**src/rtl/uart_tx_dev.sv**
```systemverilog
// Generic single-clock FIFO: byte-wide (parameterised) storage with valid/ready on both sides.
// Latency: a pushed entry is visible on rd_dat the cycle after the push edge.
// Backpressure: wr_rdy drops when full unless a pop is accepted in the same cycle.
module fifo #(
    parameter int DW    = 8,
    parameter int DEPTH = 4
) (
    input  logic                     core_clk,
    input  logic                     arst_n,
    input  logic                     wr_vld,
    output logic                     wr_rdy,
    input  logic [DW-1:0]            wr_dat,
    output logic                     rd_vld,
    input  logic                     rd_rdy,
    output logic [DW-1:0]            rd_dat,
    output logic [$clog2(DEPTH):0]   count
);
    localparam int AW = $clog2(DEPTH);
    localparam logic [AW-1:0] PTR_ONE  = 1;
    localparam logic [AW:0]   CNT_ONE  = 1;
    localparam logic [AW:0]   CNT_FULL = (AW+1)'(DEPTH);

    logic [DW-1:0] mem [DEPTH];
    logic [AW-1:0] wr_ptr;
    logic [AW-1:0] rd_ptr;
    logic          do_push;
    logic          do_pop;

    // A full FIFO still accepts a write when the head is leaving in the same cycle.
    assign rd_vld  = (count != '0);
    assign do_pop  = rd_vld && rd_rdy;
    assign wr_rdy  = (count != CNT_FULL) || do_pop;
    assign do_push = wr_vld && wr_rdy;
    assign rd_dat  = mem[rd_ptr];

    // Storage array needs no reset; only pointers and count define validity.
    always_ff @(posedge core_clk) begin
        if (do_push) begin
            mem[wr_ptr] <= wr_dat;
        end
    end

    // Pointers wrap naturally at the power-of-two depth; count tracks occupancy.
    always_ff @(posedge core_clk or negedge arst_n) begin
        if (!arst_n) begin
            wr_ptr <= '0;
            rd_ptr <= '0;
            count  <= '0;
        end else begin
            if (do_push) begin
                wr_ptr <= wr_ptr + PTR_ONE;
            end
            if (do_pop) begin
                rd_ptr <= rd_ptr + PTR_ONE;
            end
            if (do_push && !do_pop) begin
                count <= count + CNT_ONE;
            end else if (!do_push && do_pop) begin
                count <= count - CNT_ONE;
            end
        end
    end
endmodule

// UART transmitter with register bridge: DATA/STATUS/CTRL/DIVISOR, byte FIFO, 8N1 serialiser.
// Latency: a byte written with EN=1 starts its START bit one cycle after the write edge.
// Backpressure: writes to a full FIFO are dropped and flagged in STATUS.OVF.
module uart_tx_dev #(
    parameter int          FIFO_DEPTH = 4,
    parameter logic [15:0] DIV_RESET  = 16'd16
) (
    input  logic        clk,
    input  logic        reset,
    input  logic [1:0]  DevReg,
    input  logic        DevWr,
    input  logic [31:0] DevWD,
    output logic [31:0] DevRD,
    output logic        IRQ,
    output logic        TxD
);
    localparam int CW = $clog2(FIFO_DEPTH) + 1;
    localparam logic [CW-1:0] CNT_FULL = CW'(FIFO_DEPTH);

    localparam logic [1:0] REG_DATA   = 2'd0;
    localparam logic [1:0] REG_STATUS = 2'd1;
    localparam logic [1:0] REG_CTRL   = 2'd2;
    localparam logic [1:0] REG_DIV    = 2'd3;

    typedef enum logic [1:0] {
        IDLE  = 2'd0,
        START = 2'd1,
        DATA  = 2'd2,
        STOP  = 2'd3
    } state_t;

    state_t        state, state_nxt;
    logic [15:0]   cnt, cnt_nxt;
    logic [7:0]    shreg, shreg_nxt;
    logic [2:0]    bit_idx, bit_idx_nxt;
    logic          fifo_pop;

    logic          en;
    logic          ie;
    logic          ovf;
    logic [15:0]   divisor;
    logic [15:0]   bit_load;
    logic          busy;
    logic          irq_q;

    logic          data_wr;
    logic          fifo_wr_rdy;
    logic          fifo_rd_vld;
    logic [7:0]    fifo_rd_dat;
    logic [CW-1:0] fifo_count;
    logic          fifo_empty;
    logic          fifo_full;
    logic [31:0]   status_word;
    logic          unused_wd;

    assign unused_wd = ^DevWD[31:16];

    assign data_wr    = DevWr && (DevReg == REG_DATA);
    assign fifo_empty = !fifo_rd_vld;
    assign fifo_full  = (fifo_count == CNT_FULL);
    assign busy       = (state != IDLE);
    // Divisor 0 behaves as 1; the counter runs from N-1 down to 0.
    assign bit_load   = (divisor == 16'd0) ? 16'd0 : (divisor - 16'd1);

    fifo #(
        .DW    (8),
        .DEPTH (FIFO_DEPTH)
    ) u_fifo (
        .core_clk (clk),
        .arst_n   (reset),
        .wr_vld   (data_wr),
        .wr_rdy   (fifo_wr_rdy),
        .wr_dat   (DevWD[7:0]),
        .rd_vld   (fifo_rd_vld),
        .rd_rdy   (fifo_pop),
        .rd_dat   (fifo_rd_dat),
        .count    (fifo_count)
    );

    // Control/config registers; OVF is sticky until software clears it via STATUS bit 3.
    always_ff @(posedge clk or negedge reset) begin
        if (!reset) begin
            en      <= 1'b0;
            ie      <= 1'b0;
            ovf     <= 1'b0;
            divisor <= DIV_RESET;
        end else begin
            if (data_wr && !fifo_wr_rdy) begin
                ovf <= 1'b1;
            end else if (DevWr && (DevReg == REG_STATUS) && DevWD[3]) begin
                ovf <= 1'b0;
            end
            if (DevWr && (DevReg == REG_CTRL)) begin
                en <= DevWD[0];
                ie <= DevWD[1];
            end
            if (DevWr && (DevReg == REG_DIV)) begin
                divisor <= DevWD[15:0];
            end
        end
    end

    // Transmit state and datapath registers.
    always_ff @(posedge clk or negedge reset) begin
        if (!reset) begin
            state   <= IDLE;
            cnt     <= 16'd0;
            shreg   <= 8'd0;
            bit_idx <= 3'd0;
        end else begin
            state   <= state_nxt;
            cnt     <= cnt_nxt;
            shreg   <= shreg_nxt;
            bit_idx <= bit_idx_nxt;
        end
    end

    // Next-state: each bit period lasts bit_load+1 cycles; STOP chains straight into START.
    always_comb begin
        state_nxt   = state;
        cnt_nxt     = cnt;
        shreg_nxt   = shreg;
        bit_idx_nxt = bit_idx;
        fifo_pop    = 1'b0;
        case (state)
            IDLE: begin
                if (en && fifo_rd_vld) begin
                    state_nxt = START;
                    fifo_pop  = 1'b1;
                    shreg_nxt = fifo_rd_dat;
                    cnt_nxt   = bit_load;
                end
            end
            START: begin
                if (cnt != 16'd0) begin
                    cnt_nxt = cnt - 16'd1;
                end else begin
                    state_nxt   = DATA;
                    bit_idx_nxt = 3'd0;
                    cnt_nxt     = bit_load;
                end
            end
            DATA: begin
                if (cnt != 16'd0) begin
                    cnt_nxt = cnt - 16'd1;
                end else if (bit_idx == 3'd7) begin
                    state_nxt = STOP;
                    cnt_nxt   = bit_load;
                end else begin
                    shreg_nxt   = {1'b0, shreg[7:1]};
                    bit_idx_nxt = bit_idx + 3'd1;
                    cnt_nxt     = bit_load;
                end
            end
            STOP: begin
                if (cnt != 16'd0) begin
                    cnt_nxt = cnt - 16'd1;
                end else if (en && fifo_rd_vld) begin
                    state_nxt = START;
                    fifo_pop  = 1'b1;
                    shreg_nxt = fifo_rd_dat;
                    cnt_nxt   = bit_load;
                end else begin
                    state_nxt = IDLE;
                end
            end
            default: begin
                state_nxt = IDLE;
            end
        endcase
    end

    // Line is decoded from state so an async reset returns it high at once.
    always_comb begin
        TxD = 1'b1;
        if (state == START) begin
            TxD = 1'b0;
        end else if (state == DATA) begin
            TxD = shreg[0];
        end
    end

    // Registered interrupt: follows the condition with one cycle of lag.
    always_ff @(posedge clk or negedge reset) begin
        if (!reset) begin
            irq_q <= 1'b0;
        end else begin
            irq_q <= ie && fifo_empty && !busy;
        end
    end

    assign IRQ = irq_q;

    assign status_word = {23'd0, 5'(fifo_count), ovf, fifo_empty, fifo_full, busy};

    // Combinational register read mux.
    always_comb begin
        DevRD = 32'd0;
        case (DevReg)
            REG_DATA:   DevRD = 32'd0;
            REG_STATUS: DevRD = status_word;
            REG_CTRL:   DevRD = {30'd0, ie, en};
            REG_DIV:    DevRD = {16'd0, divisor};
            default:    DevRD = 32'd0;
        endcase
    end
endmodule

```
**config.mk**
```make
export PLATFORM = sky130hd
export DESIGN_NAME = uart_tx_dev
export DESIGN_NICKNAME = d
export VERILOG_FILES = /design/src/rtl/uart_tx_dev.sv
export SDC_FILE = /design/constraint.sdc
export NUM_CORES = 1
export LEC_CHECK = 0
export CORE_ASPECT_RATIO = 1.2
export CORE_MARGIN = 8
export CORE_UTILIZATION = 45
export CTS_CLUSTER_DIAMETER = 60
export DETAILED_ROUTE_END_ITERATION = 6
export PLACE_DENSITY = 0.76
export SLEW_MARGIN = 15
export SYNTH_ARGS = -nofsm -noshare
export SYNTH_HDL_FRONTEND = slang
export SYNTH_HIERARCHICAL = 1
export SYNTH_SLANG_ARGS = --single-unit
```
**constraint.sdc**
```tcl
create_clock -name clk -period 3.1 [get_ports clk]
set_input_delay 0.465 -clock clk [delete_from_list [all_inputs] [get_ports clk]]
set_output_delay 0.465 -clock clk [all_outputs]
set_load 0.02 [all_outputs]
```
# Word-level counts from Yosys, hierarchy flattened
# Memory sizes are Yosys's and may differ from the RTL's.
# Cells that the tools add are included.
dict set report op_classes {
  n_eq_ne 15
  n_reduce_logical 33
  addsub 7
  muxes 33
}
# op count
set op_table {}
lappend op_table {{case mux 32 bit (4 select lines)} 1}
lappend op_table {{2-to-1 mux 16 bit} 4}
lappend op_table {{case mux 16 bit (3 select lines)} 1}
lappend op_table {{2-to-1 mux 8 bit} 4}
lappend op_table {{subtractor 16 x 1 -> 16 bit (second input constant)} 2}
lappend op_table {{case mux 8 bit (3 select lines)} 1}
lappend op_table {{logical NOT 16 bit} 1}
lappend op_table {{nonzero test 16 bit} 1}
lappend op_table {{2-to-1 mux 3 bit} 5}
lappend op_table {{logical AND 1 bit} 13}
lappend op_table {{!= test 2 bit (second input constant)} 6}
lappend op_table {{2-to-1 mux 2 bit} 5}
lappend op_table {{2-to-1 mux 1 bit} 9}
lappend op_table {{equality test 2 bit (second input constant)} 4}
lappend op_table {{case mux 2 bit (4 select lines)} 1}
lappend op_table {{AND reduction 4 bit} 2}
lappend op_table {{nonzero test 2 bit} 4}
lappend op_table {{adder 3 x 1 -> 3 bit (second input constant)} 2}
lappend op_table {{equality test 3 bit (second input constant)} 2}
lappend op_table {{case mux 3 bit (2 select lines)} 1}
lappend op_table {{nonzero test 3 bit} 2}
lappend op_table {{logical NOT 1 bit} 5}
lappend op_table {{AND reduction 5 bit} 1}
lappend op_table {{adder 2 x 1 -> 2 bit (second input constant)} 2}
lappend op_table {{7 further kinds} 9}
dict set report word_totals {
  input_bits 37
  elab_cells 101
  ram_bits 32
  n_memories 1
  regBits 56
}
# name depth width read_ports rd_clocked_by_memory_dff wr line_no
set memory_table {}
lappend memory_table {u_fifo.mem 4 8 1 0 1 23} ;# logic [DW-1:0] mem [DEPTH];

# Longest topological paths before layout
# Gate-level depths: netlist of the first run.
dict set report depth {
  word_depth 12
  depth_mapped 16
  mapped_depth_nobuf 14
}

# By module
# The synthesis of the first run kept the hierarchy.
# module instances cells_each seq_area_each_um2 area_each_um2
set modules_own_cells {}
lappend modules_own_cells {uart_tx_dev 1 418 1227.4 3644.7}
lappend modules_own_cells {fifo 1 78 1136.1 1571.5}

# Worst setup path before layout of the first run
# No wires, ideal clock.
dict set report synth_path {
  path_kind {reg2reg}
  start {register cnt[0]}
  end {register u_fifo.count[1]}
  synth_period_minus_slack_ns 3.208
  n_path_buf 2
  setup_slack_ns -0.108
  arrival_time_ns 3.083
  stages_incl_launch_ff 15
  required_time_ns 2.975
  cell_sequence {dfrtp_1 inv_1 ha_1 nor4b_2 and4_1 buf_2 a21oi_1 nor3_1 or4b_1 buf_2 and2_4 ha_1 inv_1 fa_1 mux2_2}
}
dict set report synth_via {
  elab_chain_cells 9
  word_cells_on_any_way 12
  cone_classes {3 x mux; 9 x reduce/logical}
}
# element line_no
set synth_rtl {}
lappend synth_rtl {{start: declaration} 97} ;# logic [15:0] cnt, cnt_nxt;
lappend synth_rtl {{start signal: assignment} 176} ;# cnt <= cnt_nxt;
lappend synth_rtl {{nonzero test 16 bit *} 220} ;# if (cnt != 16'd0) begin
lappend synth_rtl {{2-to-1 mux 1 bit *} 220}
lappend synth_rtl {{case mux 1 bit (2 select lines) *} 189} ;# case (state)
lappend synth_rtl {{named net fifo_pop} 100} ;# logic fifo_pop;
lappend synth_rtl {{logical AND 1 bit *} 31} ;# assign do_pop = rd_vld && rd_rdy;
lappend synth_rtl {{logical OR 1 bit *} 32} ;# assign wr_rdy = (count != CNT_FULL) || do_pop;
lappend synth_rtl {{named net fifo_wr_rdy} 111} ;# logic fifo_wr_rdy;
lappend synth_rtl {{logical AND 1 bit *} 33} ;# assign do_push = wr_vld && wr_rdy;
lappend synth_rtl {{named net u_fifo.do_push} 26} ;# logic do_push;
lappend synth_rtl {{logical NOT 1 bit} 58} ;# end else if (!do_push && do_pop) begin
lappend synth_rtl {{logical AND 1 bit} 58}
lappend synth_rtl {{nonzero test 2 bit (no source line)} n/a}
lappend synth_rtl {{end signal: assignment} 57} ;# count <= count + CNT_ONE;
lappend synth_rtl {{end signal: assignment} 59} ;# count <= count - CNT_ONE;
lappend synth_rtl {{end: declaration} 16} ;# output logic [$clog2(DEPTH):0] count
# Mark *: on every way through the listed nets, which the timed path passes. The rest lies on a longest branch.
# A chain may end at the register's enable or synchronous reset.

# Worst setup path after layout of the first run
dict set report layout_path {
  start {register cnt[1]}
  end {register u_fifo.count[1]}
}
# Same word-level chain as after synthesis.

==> metrics, run 1 <==
status finished clean; Reg area 2360 um2; layout cells sized above 1 between 10% and 20%; Initial Utilization 45.5%; CTS tree built; sequential area share after synthesis 45.3%; critical path peak fanout 5; Logic pwr share 45.9%; DP HPWL 9.08 mm; DRC Markers 0; ANT cells 0; multi-input logic area 2600 um2; Core Rows 43; Cell Chain, Critical Path inv_1, ha_2, nor4b_4, and4_1, a21oi_2, nor3_2, or4b_1, and2_4, ha_2, inv_1, fa_1, mux2_2; Crit path largest cell delay about 490 ps; Post-synth EDFFs 32; Non-Filler Instances 700; Post-Route Skew 7.89 ps; Pre-antenna DRT Iters 5; fillcell total 1,005; die height 134 um; simple-gate share of the synthesized area approximately 16%; Post-Synth XOR/XNOR Area between 3 and 4%; Worst Setup Start Kind flip-flop; most common cell after layout, fill and taps aside dfrtp_1; CTS HTree Levels 3; main combinational cell family by area after synthesis simple AND/OR/NAND/NOR gates; GP Congestion between 0.9 and 1; Netlist cell types 70; largest net degree at the start of global routing 43; DIE AREA 15,300 um2; die span in x 114 um; Finished Cell Area 6080 um2; switching power total 2.30 mW; Synth Area in Adders 3.50%; Tmin final 2970 ps; HP Class in2async; clock slew at reported path FFs 70 ps; Final Hold Viols 0; post-synthesis compound-gate area fraction 13.9%; CP endpoint kind flip-flop; CTS Buffer Depth 2; first-pass GRT wire length 20.6 mm; Slowest cell on crit path or4b_1; total core area 11,500 um2; root buffer selected by CTS clkbuf_16; Arr. time, crit path roughly 3200 ps; Req. time, crit path 3340 ps; Internal 3.17 mW; Critical path buffers and inverters 2; later-pin clock latency in the skew report 350 ps; vias in the first global route about 4,000; Tot GR Track Use about 17%; worst vdd ir 0.597 mV; ys flop type dfrtp_1; Max Cap Viol 0; placed insts 683; Slew Limit Headroom 34.8%; clock sink count 88; WL final 12.6 mm; total congestion overflow 0; ys async rst share 63.6%; Clk pwr share between 10% and 20%; # IOs just over 70; vias per cell 5.75; Hold Buf Count CTS 0; Yosys warnings 6; final setup TNS 0 ps; Vias ~4,000; sw frac 42.0%; Seq cells post-synth 88; CP delay by family, top simple AND/OR/NAND/NOR gates; wire length per cell after detailed routing approximately 18 um; worst-margin pin slew a little under 1000 ps; fin nets about 600; commonest non-fill, non-tap cells in the layout dfrtp_1 (55), nor2_1 (44), clkdlybuf4s50_1 (37); DR iter-0 viols 325; Avg Synthesized Cell Area between 10 and 15 um2; # setup viols final 0; synthesized area around 5200 um2; max-slew violation count 0; Final period util 95.9%; Flop pwr share 34.3%; initial antenna violation count 0; Peak Freq about 0.34 GHz; Routed Antenna Nets 0; CP Class reg2reg; placed cell area 5770 um2; Area Growth Syn to Fin 16.5%; post-synthesis mux area share 11.1%; CTS buffer count 9; Leak Pwr 2.40 nW; # port buffers 38; Pwr Density 900 nW/um2; Post-Synthesis Cells 496
## metrics by stage
step                power (mW)  hold WS, ps  utilization [%]  setup slack [ps]
finish                    5.47          259             53.0               128
global route              5.83          326             53.0             -14.0
CTS                       5.44          279             52.9              56.9
detailed placement        4.34          504             50.3              72.7
global placement          4.25          496             50.3               138
floorplan                 3.64          169                -              9.74
## final cells by class
cell class	count	share of cell area [%]
clock buffers	9	3.71
clock inverters	7	1.11
inverters	16	0.988
multi-input cells	360	42.8
flip-flops and latches	88	38.9
well taps	157	3.23
repair buffers	63	9.26
## power groups by stage
stage | Sequential (mW) | Clock (mW) | Combinational (mW)
2_1_floorplan | 1.73 | 0 | 1.91
3_3_place_gp | 1.87 | 0 | 2.39
3_5_place_dp | 1.89 | 0 | 2.45
4_1_cts | 1.87 | 1.11 | 2.47
5_1_grt | 1.93 | 1.15 | 2.75
6_report | 1.88 | 1.08 | 2.51
## cell families after synthesis
kind of cell             after synthesis
XOR/XNOR                              19
other                                  1
flip-flops                            88
AND/OR/NAND/NOR                      160
buffers and inverters                 63
AO/OA/AOI/OAI                        106
multiplexers                          45
adder cells (fa/ha/maj)               14
## cells in the mapped netlist (3+ instances only)
library cell | instances | area (um2)
dfrtp_1 | 55 | 1380
nor2_1 | 44 | 165
edfxtp_1 | 32 | 961
nand2_1 | 31 | 116
a21oi_1 | 25 | 125
o21ai_0 | 24 | 120
mux2_2 | 22 | 248
nor3_1 | 19 | 95.1
clkbuf_1 | 17 | 63.8
buf_4 | 16 | 120
inv_1 | 16 | 60.1
mux2i_1 | 15 | 150
and3_1 | 13 | 81.3
ha_1 | 13 | 163
xnor2_1 | 10 | 87.6
a221oi_1 | 9 | 78.8
nor2b_1 | 9 | 56.3
a22o_1 | 8 | 70.1
buf_2 | 8 | 40.0
mux4_2 | 8 | 180
nor4_1 | 8 | 50.1
nand3_1 | 7 | 35.0
xor2_1 | 7 | 61.3
a211oi_1 | 6 | 45.0
o31ai_1 | 6 | 45.0
or4_1 | 4 | 30.0
a31oi_1 | 3 | 18.8
buf_1 | 3 | 11.3
buf_6 | 3 | 33.8
o21a_1 | 3 | 22.5
or3_1 | 3 | 18.8
## worst register-to-register path, stage by stage (launching register included)
cell	delay (ps)
dfrtp_1	390
inv_1	60
ha_2	210
nor4b_4	140
and4_1	250
a21oi_2	160
nor3_2	60
or4b_1	490
and2_4	180
ha_2	190
inv_1	70
fa_1	400
mux2_2	270
## sequential cells by signal (all words and copies together), names as in the netlist
register / cells
IRQ: 1
bit_idx: 3
cnt: 16
divisor: 16
en: 1
ie: 1
ovf: 1
shreg: 8
state: 2
u_fifo/count: 3
u_fifo/mem: 32
u_fifo/rd_ptr: 2
u_fifo/wr_ptr: 2
## per-layer routing
metal	track usage (%)	wire length, um	up-vias
met3	4.41	878	28
met5	0	0	-
met2	27.7	6300	139
met1	20.7	5120	1979
li1	-	-	1882
met4	8.67	289	0
## worst paths after layout
check	slack (ps)	endpoint	cells after the start	start
setup / recovery	130	u_fifo/count[1]	12	cnt[1]
hold / removal	260	divisor[12]	1	reset
setup reg to reg	130	u_fifo/count[1]	12	cnt[1]
hold reg to reg	520	shreg[7]	1	shreg[7]
max in group asynchronous	2080	IRQ	2	reset
min in group clk	520	shreg[7]	1	shreg[7]
## repair_timing
action	4_1_cts	5_1_grt
endpoints found under the setup margin	0	2
buffers inserted	0	1
endpoints found under the hold margin	0	0
resized for setup	0	1
Note: power is estimated with default switching activity, not from simulation.
==> run 2, diff against run 1 <==
--- a/config.mk
+++ b/config.mk
@@ -6,11 +6,10 @@
 export NUM_CORES = 1
 export LEC_CHECK = 0
 export CORE_ASPECT_RATIO = 1.2
-export CORE_MARGIN = 8
-export CORE_UTILIZATION = 45
+export CORE_UTILIZATION = 50
 export CTS_CLUSTER_DIAMETER = 60
 export DETAILED_ROUTE_END_ITERATION = 6
-export PLACE_DENSITY = 0.76
+export PLACE_DENSITY = 0.83
 export SLEW_MARGIN = 15
 export SYNTH_ARGS = -nofsm -noshare
 export SYNTH_HDL_FRONTEND = slang
==> run 2 against run 1 <==
Register-to-register slack worse by 60 ps; via count rose by 3.6%; power increased by 1.5%; design area barely moved; critical path type unchanged; largest cell class unchanged; largest power group unchanged.
==> metrics, run 2 (synthesis results as in run 1) <==
Core Rows 40 (-7.0%); Routed Antenna Nets 0 (unchanged); wire length per cell after detailed routing 18.8 um (+4.5%); max-slew violation count 0 (unchanged); CTS HTree Levels 3 (unchanged); fin nets 589 (unchanged); die span in x 95.2 um (-17%); top flop regs u_fifo/mem: 32 flops, cnt: 16 flops, divisor: 16 flops; Final Hold Viols 0 (unchanged); # IOs 71 (unchanged); CTS Buffer Depth 2 (unchanged); total core area 10,100 um2 (-12%); status finished clean; worst setup margin 67.2 ps (-60.7 ps); vias in the first global route 4,062 (+0.92%); die height 114 um (-15%); fillcell total 778 (-23%); Post-Route Skew 12.3 ps (+4.39 ps); Slowest cell on crit path dfrtp_1; Peak Freq 0.330 GHz (-2.0%); Area Growth Syn to Fin 16.4% (about the same); Non-Filler Instances 669 (-4.4%); Reg area 2360 um2 (unchanged); root buffer selected by CTS clkbuf_16; HP Class in2async; Arr. time, crit path 3290 ps (+80 ps); Largest register FFs 32 (unchanged); Top Usage Layer GRT met2; Reg with most FFs u_fifo/mem; commonest non-fill, non-tap cells in the layout dfrtp_1 (55), nor2_1 (44), clkdlybuf4s50_1 (37); layout cells sized above 1 18.2% (+1.1 points); total congestion overflow 0 (unchanged); Max Cap Viol 0 (unchanged); flop2flop setup slack 70 ps (-60 ps); clock slew at reported path FFs 70 ps (about the same); CP Class reg2reg; M3 GR Usage 3.53% (-0.87 points); Pre-antenna DRT Iters 5 (unchanged); Worst path most repeated cell xor2_1; placed insts 652 (-4.5%); CP endpoint kind flip-flop; DIE AREA 10,800 um2 (-29%); pre-CTS WS -69.3 ps (-142 ps); DRC Markers 0 (unchanged); Pwr Density 915 nW/um2 (+1.6%); critical path peak fanout 5 (unchanged); largest net degree at the start of global routing 38 (-12%); first-pass GRT wire length 20.4 mm (-0.64%); most common cell after layout, fill and taps aside dfrtp_1; Critical path buffers and inverters 2 (unchanged); Final period util 97.8% (+2.0 points); Req. time, crit path 3360 ps (+20 ps); CTS tree built; Finished Cell Area 6070 um2 (about the same); hold_ws 226 ps (-32.7 ps); vias per cell 6.24 (+8.4%); CTS buffer count 9 (unchanged); multi-input logic area 2630 um2 (+1.2%); # setup viols final 0 (unchanged); Vias 4,173 (+3.6%); initial antenna violation count 0 (unchanged); Crit path largest cell delay 450 ps (-40 ps); Slew Limit Headroom 43.0% (+8.1 points); CP delay by family, top simple AND/OR/NAND/NOR gates; met2 Usage GRT 41.0% (+13 points); Initial Utilization 51.9% (+6.3 points); Tmin final 3030 ps (+60.7 ps); Worst Setup Start Kind flip-flop; clock sink count 88 (unchanged); placed cell area 5730 um2 (-0.67%); Cell Chain, Critical Path nor4_2, buf_4, and4_4, a21oi_2, nor3_2, or4b_4, and2_4, ha_2, inv_1, fa_2, xor2_1, nor2_1, xor2_1; Leak Pwr 2.40 nW (about the same); met1 Track Usage GR 32.2% (+11 points); worst vdd ir 0.685 mV (+15%); worst-margin pin slew 847 ps (-131 ps); Hold Buf Count CTS 0 (unchanged); later-pin clock latency in the skew report 350 ps (about the same); Tot GR Track Use 24.7% (+7.5 points); GP Congestion 0.959 (+1.7%); # port buffers 38 (unchanged); DP HPWL 8.83 mm (-2.7%); WL final 12.6 mm (-0.10%); DR iter-0 viols 447 (+38%); ANT cells 0 (unchanged); final setup TNS 0 ps (unchanged)
## run 2: cell count changes in the layout (fill, tap and decap cells not counted), sizes merged
cell / change
clkinv: +1
clkinvlp: +1
inv: -2
## run 2: worst reg2reg max path, stage by stage (launching register included)
cell	delay, ps
dfrtp_1	450
nor4_2	300
buf_4	190
and4_4	260
a21oi_2	60
nor3_2	270
or4b_4	190
and2_4	170
ha_2	200
inv_1	60
fa_2	340
xor2_1	150
nor2_1	140
xor2_1	190
## run 2: layer usage
metal / wire length (um) / part of all wire, %
met5: 0 / 0
met4: 382 / 3.0
met3: 799 / 6.4
met2: 6310 / 50
met1: 5080 / 40
## run 2: per-stage QoR
stage	power [mW]	utilization [%]
finish	5.55	60.4
detailed placement	4.34	57.0
global placement	4.22	57.0
floorplan	3.64	-
global route	5.87	60.4
CTS	5.46	60.0
## run 2: path summary, 6_finish.rpt
| kind | from | end | cells after the start |
|---|---|---|---|
| max | cnt[12] | u_fifo/count[2] | 13 |
| min | reset | divisor[10] | 1 |
| min in group clk | shreg[7] | shreg[7] | 1 |
| max in group asynchronous | reset | cnt[5] | 2 |
| min reg2reg | shreg[7] | shreg[7] | 1 |
| max reg2reg | cnt[12] | u_fifo/count[2] | 13 |
## run 2: final cells by class
cell class	instances	share of cell area, %
clock buffers	9	3.71
repair buffers	63	9.27
flip-flops and latches	88	38.9
inverters	16	0.989
clock inverters	7	1.17
multi-input cells	360	43.3
well taps	126	2.60
## run 2: report_power, final
group | switching (mW) | internal [mW]
registers | 0.393 | 1.50
clock network | 0.504 | 0.567
logic | 1.45 | 1.14
## run 2: what timing repair did
item                       CTS  global route
setup endpoints to repair    1             2
gates resized for setup      2             6
pin swaps                    0             4
setup buffers                0             1
==> run 3, diff against run 2 <==
--- a/config.mk
+++ b/config.mk
@@ -6,10 +6,11 @@
 export NUM_CORES = 1
 export LEC_CHECK = 0
 export CORE_ASPECT_RATIO = 1.2
-export CORE_UTILIZATION = 50
+export CORE_MARGIN = 1.5
+export CORE_UTILIZATION = 56
 export CTS_CLUSTER_DIAMETER = 60
 export DETAILED_ROUTE_END_ITERATION = 6
-export PLACE_DENSITY = 0.83
+export PLACE_DENSITY = 0.87
 export SLEW_MARGIN = 15
 export SYNTH_ARGS = -nofsm -noshare
 export SYNTH_HDL_FRONTEND = slang
==> constraint.sdc (replaced) <==
create_clock -name clk -period 3 [get_ports clk]
set_input_delay 0.45 -clock clk [delete_from_list [all_inputs] [get_ports clk]]
set_output_delay 0.45 -clock clk [all_outputs]
set_load 0.02 [all_outputs]
==> run 3 against run 2 <==
Flip-flop and latch count unchanged; largest power group unchanged; non-clock buffer count increased by 3; wire length decreased by 0.25%; combinational power increased by 3%; via count decreased by 1.3%.
==> metrics, run 3 (synthesis results as in run 1) <==
Pwr Density 909 nW/um2 (-0.60%); most common cell after layout, fill and taps aside dfrtp_1; ANT cells 0 (unchanged); DRC Markers 0 (unchanged); hold_ws 134 ps (-92.5 ps); Peak Freq 0.345 GHz (+4.8%); max-slew violation count 0 (unchanged); wire length per cell after detailed routing 18.8 um (+0.20%); CTS tree built; Tot GR Track Use 26.7% (+2.0 points); CTS Buffer Depth 2 (unchanged); die span in x 91.1 um (-4.3%); later-pin clock latency in the skew report 380 ps (+30 ps); root buffer selected by CTS clkbuf_8; CP endpoint kind flip-flop; M3 GR Usage 4.74% (+1.2 points); CTS buffer count 9 (unchanged); # setup viols final 0 (unchanged); fillcell total 675 (-13%); total core area 9030 um2 (-10%); total congestion overflow 0 (unchanged); Reg with most FFs u_fifo/mem; reg2reg end u_fifo/count[1]; Critical R2R Launch cnt[1]; Vias 4,117 (-1.3%); Routed Antenna Nets 0 (unchanged); # port buffers 38 (unchanged); Tmin final 2890 ps (-138 ps); Final Hold Viols 0 (unchanged); worst-margin pin slew 766 ps (-81.1 ps); WL final 12.5 mm (-0.25%); Final period util 96.5% (-1.3 points); Top Usage Layer GRT met2; multi-input logic area 2620 um2 (-0.67%); reg2reg path depth 12 (-1); vias in the first global route 4,001 (-1.5%); fin nets 592 (+0.51%); Core Rows 38 (-5.0%); Largest register FFs 32 (unchanged); Slew Limit Headroom 49.0% (+6.0 points); DR iter-0 viols 555 (+24%); HP Class in2async; flop2flop setup slack 110 ps (+40 ps); met1 Track Usage GR 33.1% (+0.96 points); largest net degree at the start of global routing 34 (-11%); die height 109 um (-4.5%); RSZ-0062 raised after global routing no; critical path peak fanout 5 (unchanged); Worst Setup Start Kind flip-flop; layout cells sized above 1 17.9% (-0.28 points); clock slew at reported path FFs 100 ps (+30 ps); top flop regs u_fifo/mem: 32 flops, cnt: 16 flops, divisor: 16 flops; first-pass GRT wire length 20.4 mm (unchanged); CP Class reg2reg; met2 Usage GRT 45.1% (+4.1 points); status finished clean; Initial Utilization 57.7% (+5.9 points); Pre-antenna DRT Iters 5 (unchanged); commonest non-fill, non-tap cells in the layout dfrtp_1 (55), nor2_1 (44), clkdlybuf4s50_1 (37); Post-Route Skew 8.48 ps (-3.80 ps); placed insts 648 (-0.61%); Arr. time, crit path 3170 ps (-120 ps); vias per cell 6.18 (-0.90%); Area Growth Syn to Fin 14.4%; initial antenna violation count 0 (unchanged); Req. time, crit path 3270 ps (-90 ps); # IOs 71 (unchanged); CTS HTree Levels 3 (unchanged); Reg area 2360 um2 (unchanged); Non-Filler Instances 666 (-0.45%); GP Congestion 0.947 (-1.2%); DIE AREA 9910 um2 (-8.7%); DP HPWL 8.91 mm (+0.93%); Max Cap Viol 0 (unchanged); worst vdd ir 0.546 mV (-20%); clock sink count 88 (unchanged); Leak Pwr 2.37 nW (-1.3%)
## run 3: where the power goes
part | leakage (nW) | switching (mW) | internal [mW]
clock network | 0.0955 | 0.500 | 0.324
logic | 1.31 | 1.50 | 1.18
registers | 0.964 | 0.376 | 1.55
## run 3: how the worst max path moves through the flow
stage	from	end	slack (ps)	cells after the start
after detailed placement	cnt[1]	u_fifo/count[1]	80	12
after floorplan	cnt[0]	u_fifo/count[1]	-30	14
after global placement	cnt[1]	u_fifo/count[1]	160	12
after CTS	cnt[1]	u_fifo/count[1]	40	12
final	cnt[1]	u_fifo/count[1]	110	12
after global routing	cnt[1]	u_fifo/count[2]	9	14
## run 3: stage by stage
stage,power [mW],TNS [ps],utilization [%],area (um2),worst slack [ps]
after floorplan,3.78,-25.2,-,5320,-25.2
after global placement,4.41,0,63.7,5760,156
after detailed placement,4.54,0,63.7,5760,82.1
after CTS,5.36,0,65.9,5950,41.3
after global routing,5.75,0,66.1,5970,9.44
final,5.43,0,66.1,5970,105
## run 3: layout make-up
type                       instances  share of cell area [%]
clock buffer                       9                    2.08
clock inverter                     7                    1.17
inverter                          16                    1.01
multi-input combinational        360                    43.8
sequential                        88                    39.6
tap                              120                    2.52
timing repair buffer              66                    9.81
## run 3: metal layers
metal  vias to the layer above  wire [um]
met5                         -          0
met3                        28        866
met2                       215       6350
met1                      1991       5070
li1                       1883          -
met4                         0        258
## run 3: timing repair
action                     4_1_cts  5_1_grt
hold buffers                     0        0
setup endpoints to repair        0        2
resized for setup                0        1
buffers inserted                 0        2
## run 3: worst max-delay path: stages (launching register included)
cell and delay [ps]:
dfrtp_1 360, inv_1 50, ha_2 210, nor4b_4 140, and4_4 220, a21oi_2 120
nor3_2 70, or4b_1 500, and2_4 210, ha_4 160, inv_2 50, fa_1 410
mux2_2 280
